[src/rtl/product_accumulator.sv]
// -----------------------------------------------------------------------------
// product_accumulator
//
// Sums a group of signed 64-bit products into a wide accumulator and presents
// the group sum downstream over a valid/ready handshake. A group closes after
// LEN products or on an earlier product flagged with in_last. While the result
// is held the block stalls its input. After the result is taken it restarts
// from an empty group.
//
// Ports
//   clk        rising-edge clock
//   rst        asynchronous active-low reset
//   in_valid   product present on in_z
//   in_ready   block accepts a product this cycle (a function of state only)
//   in_z       signed two's-complement product
//   in_last    the product on in_z closes the current group
//   out_valid  group sum present on out_acc/out_cnt
//   out_ready  downstream accepts the group sum
//   out_acc    signed group sum (registered)
//   out_cnt    number of products in the group, 1..LEN (registered)
// -----------------------------------------------------------------------------
module product_accumulator #(
  parameter int LEN   = 8,
  parameter int ACC_W = 72
) (
  input  logic             clk,
  input  logic             rst,
  input  logic             in_valid,
  output logic             in_ready,
  input  logic [63:0]      in_z,
  input  logic             in_last,
  output logic             out_valid,
  input  logic             out_ready,
  output logic [ACC_W-1:0] out_acc,
  output logic [8:0]       out_cnt
);

  localparam logic ACCUM = 1'b0;
  localparam logic HOLD  = 1'b1;

  localparam logic [8:0] LEN_CNT = 9'(LEN);

  logic             state_q, state_d;
  logic [ACC_W-1:0] acc_q, acc_d;
  logic [8:0]       cnt_q, cnt_d;
  // Held low through reset so in_ready rises only on the first edge after
  // reset is released.
  logic             ready_q, ready_d;

  logic             in_fire;
  logic [ACC_W-1:0] z_ext;

  assign in_ready  = ready_q && (state_q == ACCUM);
  assign out_valid = (state_q == HOLD);
  assign in_fire   = in_valid && in_ready;
  assign z_ext     = {{(ACC_W-64){in_z[63]}}, in_z};

  // The accumulator doubles as the result register: it holds the final sum
  // through HOLD and is cleared on the output transfer.
  assign out_acc = acc_q;
  assign out_cnt = cnt_q;

  always_comb begin
    // NOTE: every output of this block gets a default first, so no path
    // through the case leaves a signal unassigned and no latch is inferred.
    state_d = state_q;
    acc_d   = acc_q;
    cnt_d   = cnt_q;
    ready_d = 1'b1;

    case (state_q)
      ACCUM: begin
        if (in_fire) begin
          acc_d = acc_q + z_ext;
          cnt_d = cnt_q + 9'd1;
          // in_last on the LEN-th product is the same single close.
          if (in_last || (cnt_d == LEN_CNT)) begin
            state_d = HOLD;
          end
        end
      end
      HOLD: begin
        if (out_ready) begin
          state_d = ACCUM;
          acc_d   = '0;
          cnt_d   = '0;
        end
      end
      default: begin
        state_d = ACCUM;
      end
    endcase
  end

  // NOTE: state registers use non-blocking assignments so every flop samples
  // the pre-edge values of the others, independent of statement order.
  always_ff @(posedge clk or negedge rst) begin
    if (!rst) begin
      state_q <= ACCUM;
      acc_q   <= '0;
      cnt_q   <= '0;
      ready_q <= 1'b0;
    end else begin
      state_q <= state_d;
      acc_q   <= acc_d;
      cnt_q   <= cnt_d;
      ready_q <= ready_d;
    end
  end

endmodule

[config.mk]
export PLATFORM = sky130hd
export DESIGN_NAME = product_accumulator
export DESIGN_NICKNAME = d
export VERILOG_FILES = /design/src/rtl/product_accumulator.sv
export SDC_FILE = /design/constraint.sdc
export NUM_CORES = 1
export LEC_CHECK = 0
export BUFFER_PORTS_ARGS = -buffer_cell sky130_fd_sc_hd__buf_2
export CORE_MARGIN = 3
export CORE_UTILIZATION = 45
export CTS_CLUSTER_SIZE = 16
export DETAILED_ROUTE_END_ITERATION = 8
export GPL_TIMING_DRIVEN = 0
export HOLD_SLACK_MARGIN = 0.06
export PLACE_DENSITY = 0.66
export SLEW_MARGIN = 30
export SYNTH_ARGS = -nofsm -noshare
export SYNTH_HDL_FRONTEND = slang
export SYNTH_SLANG_ARGS = --single-unit
export TNS_END_PERCENT = 30
[constraint.sdc]
create_clock -name clk -period 3.62 [get_ports clk]
set_clock_uncertainty 0.2 [all_clocks]
set_input_delay 0.181 -clock clk [delete_from_list [all_inputs] [get_ports clk]]
set_output_delay 0.181 -clock clk [all_outputs]
set_load 0.05 [all_outputs]
== Word-level counts from Yosys, hierarchy flattened ==
Cells that the tools add are included.

* Register bits after elaboration: 83
* Input bits: 69
* Output and inout bits: 83
* Word-level logic and storage cells: 24

* $add $sub $neg: 2
* Equal/unequal tests: 3
* Mux-type cells: 10
* Bitwise logic cells: 1
* Reductions and logical operators: 4

{| class="wikitable"
|+ Operator list
! kind !! number
|-
| $mux 72 || 2
|-
| $pmux 72 s2 || 1
|-
| $add 72x72->72 || 1
|-
| $mux 9 || 2
|-
| $pmux 9 s2 || 1
|-
| $add 9x1->9 const B || 1
|-
| $eq 9x4->1 const B || 1
|-
| $ne 2x2->1 const B || 2
|-
| $mux 1 || 3
|-
| $logic_and 1x1->1 || 2
|-
| $pmux 1 s2 || 1
|-
| $reduce_and 2->1 || 1
|-
| $logic_or 1x1->1 || 1
|-
| $not 1->1 || 1
|}

== Logic depth before layout (Yosys ltp) ==
* Depth in word-level cells: 6
* Depth in mapped cells: 12
* Mapped depth without buffers: 12

== Least setup slack after synthesis ==
No wires, ideal clock.

* Kind: reg2reg
* Start: reg acc_q[0] (netlist: out_acc[0])
* End: reg acc_q[42] (netlist: out_acc[42])
* Setup time: 0.121 ns
* Data arrival time: 3.159 ns
* Data required time: 3.299 ns
* Path slack: 0.140 ns
* Cell stages (with the launch flop): 12
* Path buffers: 0
* Clock period less this slack: 3.480 ns
* Cells stage by stage: dfrtp_1 > ha_1 > fa_1 > a21o_1 > a221o_2 > a311o_1 > o211ai_2 > and2_1 > o21ai_1 > a31o_1 > xor2_1 > a22o_1

* Word-level cells in the longest chain between the ends: 3

{| class="wikitable"
|+ RTL lines
! element !! RTL line !! source
|-
| start: declaration || 44 || <nowiki>logic [ACC_W-1:0] acc_q, acc_d;</nowiki>
|-
| start signal: assignment || 100 || <nowiki>acc_q <= '0;</nowiki>
|-
| start signal: assignment || 105 || <nowiki>acc_q <= acc_d;</nowiki>
|-
| $add 72x72->72 || 74 || <nowiki>acc_d = acc_q + z_ext;</nowiki>
|-
| $mux 72 || 73 || <nowiki>if (in_fire) begin</nowiki>
|-
| $pmux 72 s2 || 71 || <nowiki>case (state_q)</nowiki>
|}

Every way passes these cells. The select of a mux whose other input is x is not followed.
A chain may end at the register's enable or synchronous reset.

== Final worst setup path ==
* Start: reg acc_q[0] (netlist: out_acc[0])
* End: reg acc_q[68] (netlist: out_acc[68])

Same word-level chain as after synthesis.

==> impl_metrics.tcl <==
set metrics [dict create \
    routedWlPerCell_um 16.8 \
    wl_um 22200 \
    critical_path.startpoint "out_acc[0]" \
    finalHoldViolCount 0 \
    cap_viol_max_count 0 \
    placeableCoreArea_mm2 0.0162 \
    area_growth_pct 19.1 \
    post_cts_buffers 0 \
    rrSetupSlack_ps 100 \
    ys_ff_latch 83 \
    pin_count 152 \
    cpPeakStageDelay_ps 420 \
    pwr-share-seq 0.179 \
    grt_usage 0.238 \
    clock_latency_ps 360 \
    die_w_um 136 \
    globalplace.congestion 0.926 \
    grt_pass1_vias 7158 \
    port-buffer-count 151 \
    grt_max_degree 44 \
    synthFlopType "dfrtp_1" \
    syn_area_mm2 0.00761 \
    fin_crit_sh 0.973 \
    synth_warnings 0 \
    cp-end-kind "register" \
    synth_nets 1075 \
    drv_slew 0 \
    cts_tree "done" \
    fp.dieArea_mm2 0.0185 \
    status "completed" \
    timing.rr.start "out_acc[0]" \
    p_switching_mw 5.31 \
    ant_nets 0 \
    root_buffer "clkbuf_16" \
    nets 1242 \
    crit_family "compound AO/OA/AOI/OAI gates" \
    cts_buffers 9 \
    n_antenna_cell 0 \
    max_slew_margin 0.577 \
    die_y_um 136 \
    hold_slack_ps 97.3 \
    grt_overflow 0 \
    worst-path-max-fanout 5 \
    critPathLaunchType "register" \
    power.share.clock 0.103 \
    avgSynthCellArea_um2 8.16 \
    leakage_nw 4.35 \
    cp_data_required_time_ps 3650 \
    vias 7543 \
    initial_utilization 0.469 \
    htree_levels 3 \
    finalSetupViolations 0 \
    final_util 0.558 \
    r2r_cells 12 \
    dp_hpwl_um 17400 \
    ir_worst_vdd_mv 0.477 \
    cts_buffer_depth 2 \
    grt_antenna_before_repair 0 \
    crit_chain "ha_2 -> fa_2 -> a21o_1 -> a221o_2 -> a31oi_4 -> o311ai_4 -> a22o_4 -> o21ai_4 -> o41ai_2 -> a31oi_1 -> xor2_1 -> o21ai_1" \
    fin_crit_ps 3520 \
    clock-sinks 83 \
    worst-endpoint-arrival_ps 3550 \
    layout-drive-gt1-share 0.213 \
    synth_edf_count 0 \
    p_sw_frac 0.565 \
    crit_type "register to register" \
    p_per_area_mw_per_mm2 1040 \
    dr.pass1.iters 5 \
    ys_seq_area_frac 0.273 \
    drtIter0Drc 607 \
    grt_first_pass_wirelength_um 35800 \
    ys_async_sr_fraction 1.00 \
    worst_pin_slew_ps 627 \
    rsz0062_at_grt "no" \
    p_int_mw 4.09 \
    fmax_mhz 284 \
    worst-path-buf-inv 0 \
    fp-row-count 46 \
    hp-class "input pin to asynchronous set/reset pin" \
    comb_power_share 0.719 \
    vias_per_cell 5.71 \
    cp_slowest_cell "a221o_2" \
    syn_inst 932 \
    yosysUniqueCellTypes 85 \
    drt_drc_violations_left 0 \
    r2r-end "out_acc[68]" \
    clkTransAtPathRegs_ps 70 \
]
cell usage after synthesis (4+ instances only):
cell / n / area (µm²)
nand3_1: 17 / 85.1
nand2_1: 133 / 499
nor2_1: 55 / 206
o21bai_1: 15 / 113
o21ai_1: 18 / 90.1
inv_1: 20 / 75.1
a31oi_1: 10 / 62.6
and3_1: 11 / 68.8
o21ai_2: 4 / 35.0
a21o_1: 34 / 255
ha_1: 73 / 913
clkbuf_1: 32 / 120
a21oi_1: 78 / 390
nand4_1: 32 / 200
a211oi_2: 4 / 50.1
buf_2: 14 / 70.1
dfrtp_1: 83 / 2080
o211ai_1: 7 / 52.6
o31ai_1: 5 / 37.5
xnor2_1: 32 / 280
o21ai_0: 100 / 500
nor3_1: 8 / 40.0
o21a_1: 8 / 60.1
a221oi_1: 5 / 43.8
a22o_1: 8 / 70.1
a21oi_2: 8 / 70.1
xor2_1: 35 / 307
area by class of cell:
class	instances	area, µm²
fillers	1626	7170
flip-flops and latches	83	2080
multi-input cells	779	5280
repair buffers	156	830
clock buffers	12	246
well taps	216	270
inverters	20	75.1
plain buffers	50	228
clock inverters	4	50.0
logic make-up after synthesis:
| group | Yosys count | synth area share |
|---|---|---|
| muxes | 1 | 0.00132 |
| adders and majority gates | 74 | 0.123 |
| AOI/OAI and AO/OA | 348 | 0.307 |
| xor gates and xnor gates | 67 | 0.0772 |
| buffers and inverters | 70 | 0.0398 |
| and+or+nand+nor | 288 | 0.178 |
| DFF | 83 | 0.273 |
| other | 1 | 0.000493 |
how the worst max path moves through the flow:
stage	endpoint	slack (ps)	depth (start not counted)
4_1_cts	out_acc[68]	-30	12
3_3_place_gp	out_acc[68]	-70	12
2_1_floorplan	out_acc[42]	140	11
6_report	out_acc[68]	100	12
5_1_grt	out_acc[69]	3	12
3_5_place_dp	out_acc[68]	-110	12
placed cells by master (no fill, tap or decap), drive strengths merged, types with 5 or more instances in the layout:
master    n
a211oi    5
nand3    18
nand2   136
and3     11
buf     170
a22o      8
a21o     35
ha       73
clkbuf   44
a221oi    6
dfrtp    83
xor2     35
xnor2    32
o31ai     8
nor3     10
a21oi    87
nand4    32
nor2     55
o21a      8
a31oi    11
o21bai   16
inv      20
o211ai   10
o21ai   122
worst reg2reg max path, cell delays in order, from the launching register on:
cell and delay, ps:
dfrtp_1 410, ha_2 220, fa_2 360, a21o_1 190
a221o_2 420, a31oi_4 240, o311ai_4 170, a22o_4 300
o21ai_4 220, o41ai_2 140, a31oi_1 260, xor2_1 210
o21ai_1 70
metal layers:
metal  track usage  routed length (µm)
met4        0.0560                 291
met3        0.0400                1440
met5             0                   0
met2         0.371                9910
met1         0.346               10600
registers in the layout, summed over array words and instances, names as in the netlist:
signal and flops:
out_valid 1, out_cnt 9, ready_q 1, out_acc 72
repair_timing:
action                     4_1_cts  5_1_grt
pin swaps                        3        2
hold endpoints to repair        85        0
setup endpoints to repair        6        9
hold buffers                     4        0
gates cloned                     0        0
gates resized for setup          4        6
power by group through the flow:
stage	sequential (mW)	clock, mW	combinational (mW)
2_1_floorplan	3.05	0	3.80
5_1_grt	1.74	1.01	7.39
3_5_place_dp	1.69	0	6.62
4_1_cts	1.68	0.983	6.70
3_3_place_gp	1.69	0	6.58
6_report	1.68	0.965	6.76
stage by stage:
stage	power (mW)	area, µm²	TNS [ps]	std cells	setup slack, ps
6_report	9.40	9060	0	1320	98.4
5_1_grt	10.1	9060	0	1320	2.89
4_1_cts	9.36	9030	-27.0	1320	-27.0
3_5_place_dp	8.32	8670	-185	1300	-107
3_3_place_gp	8.26	8630	-104	1299	-71.7
2_1_floorplan	6.85	7610	0	932	140
Power figures use the tool's default switching activity.
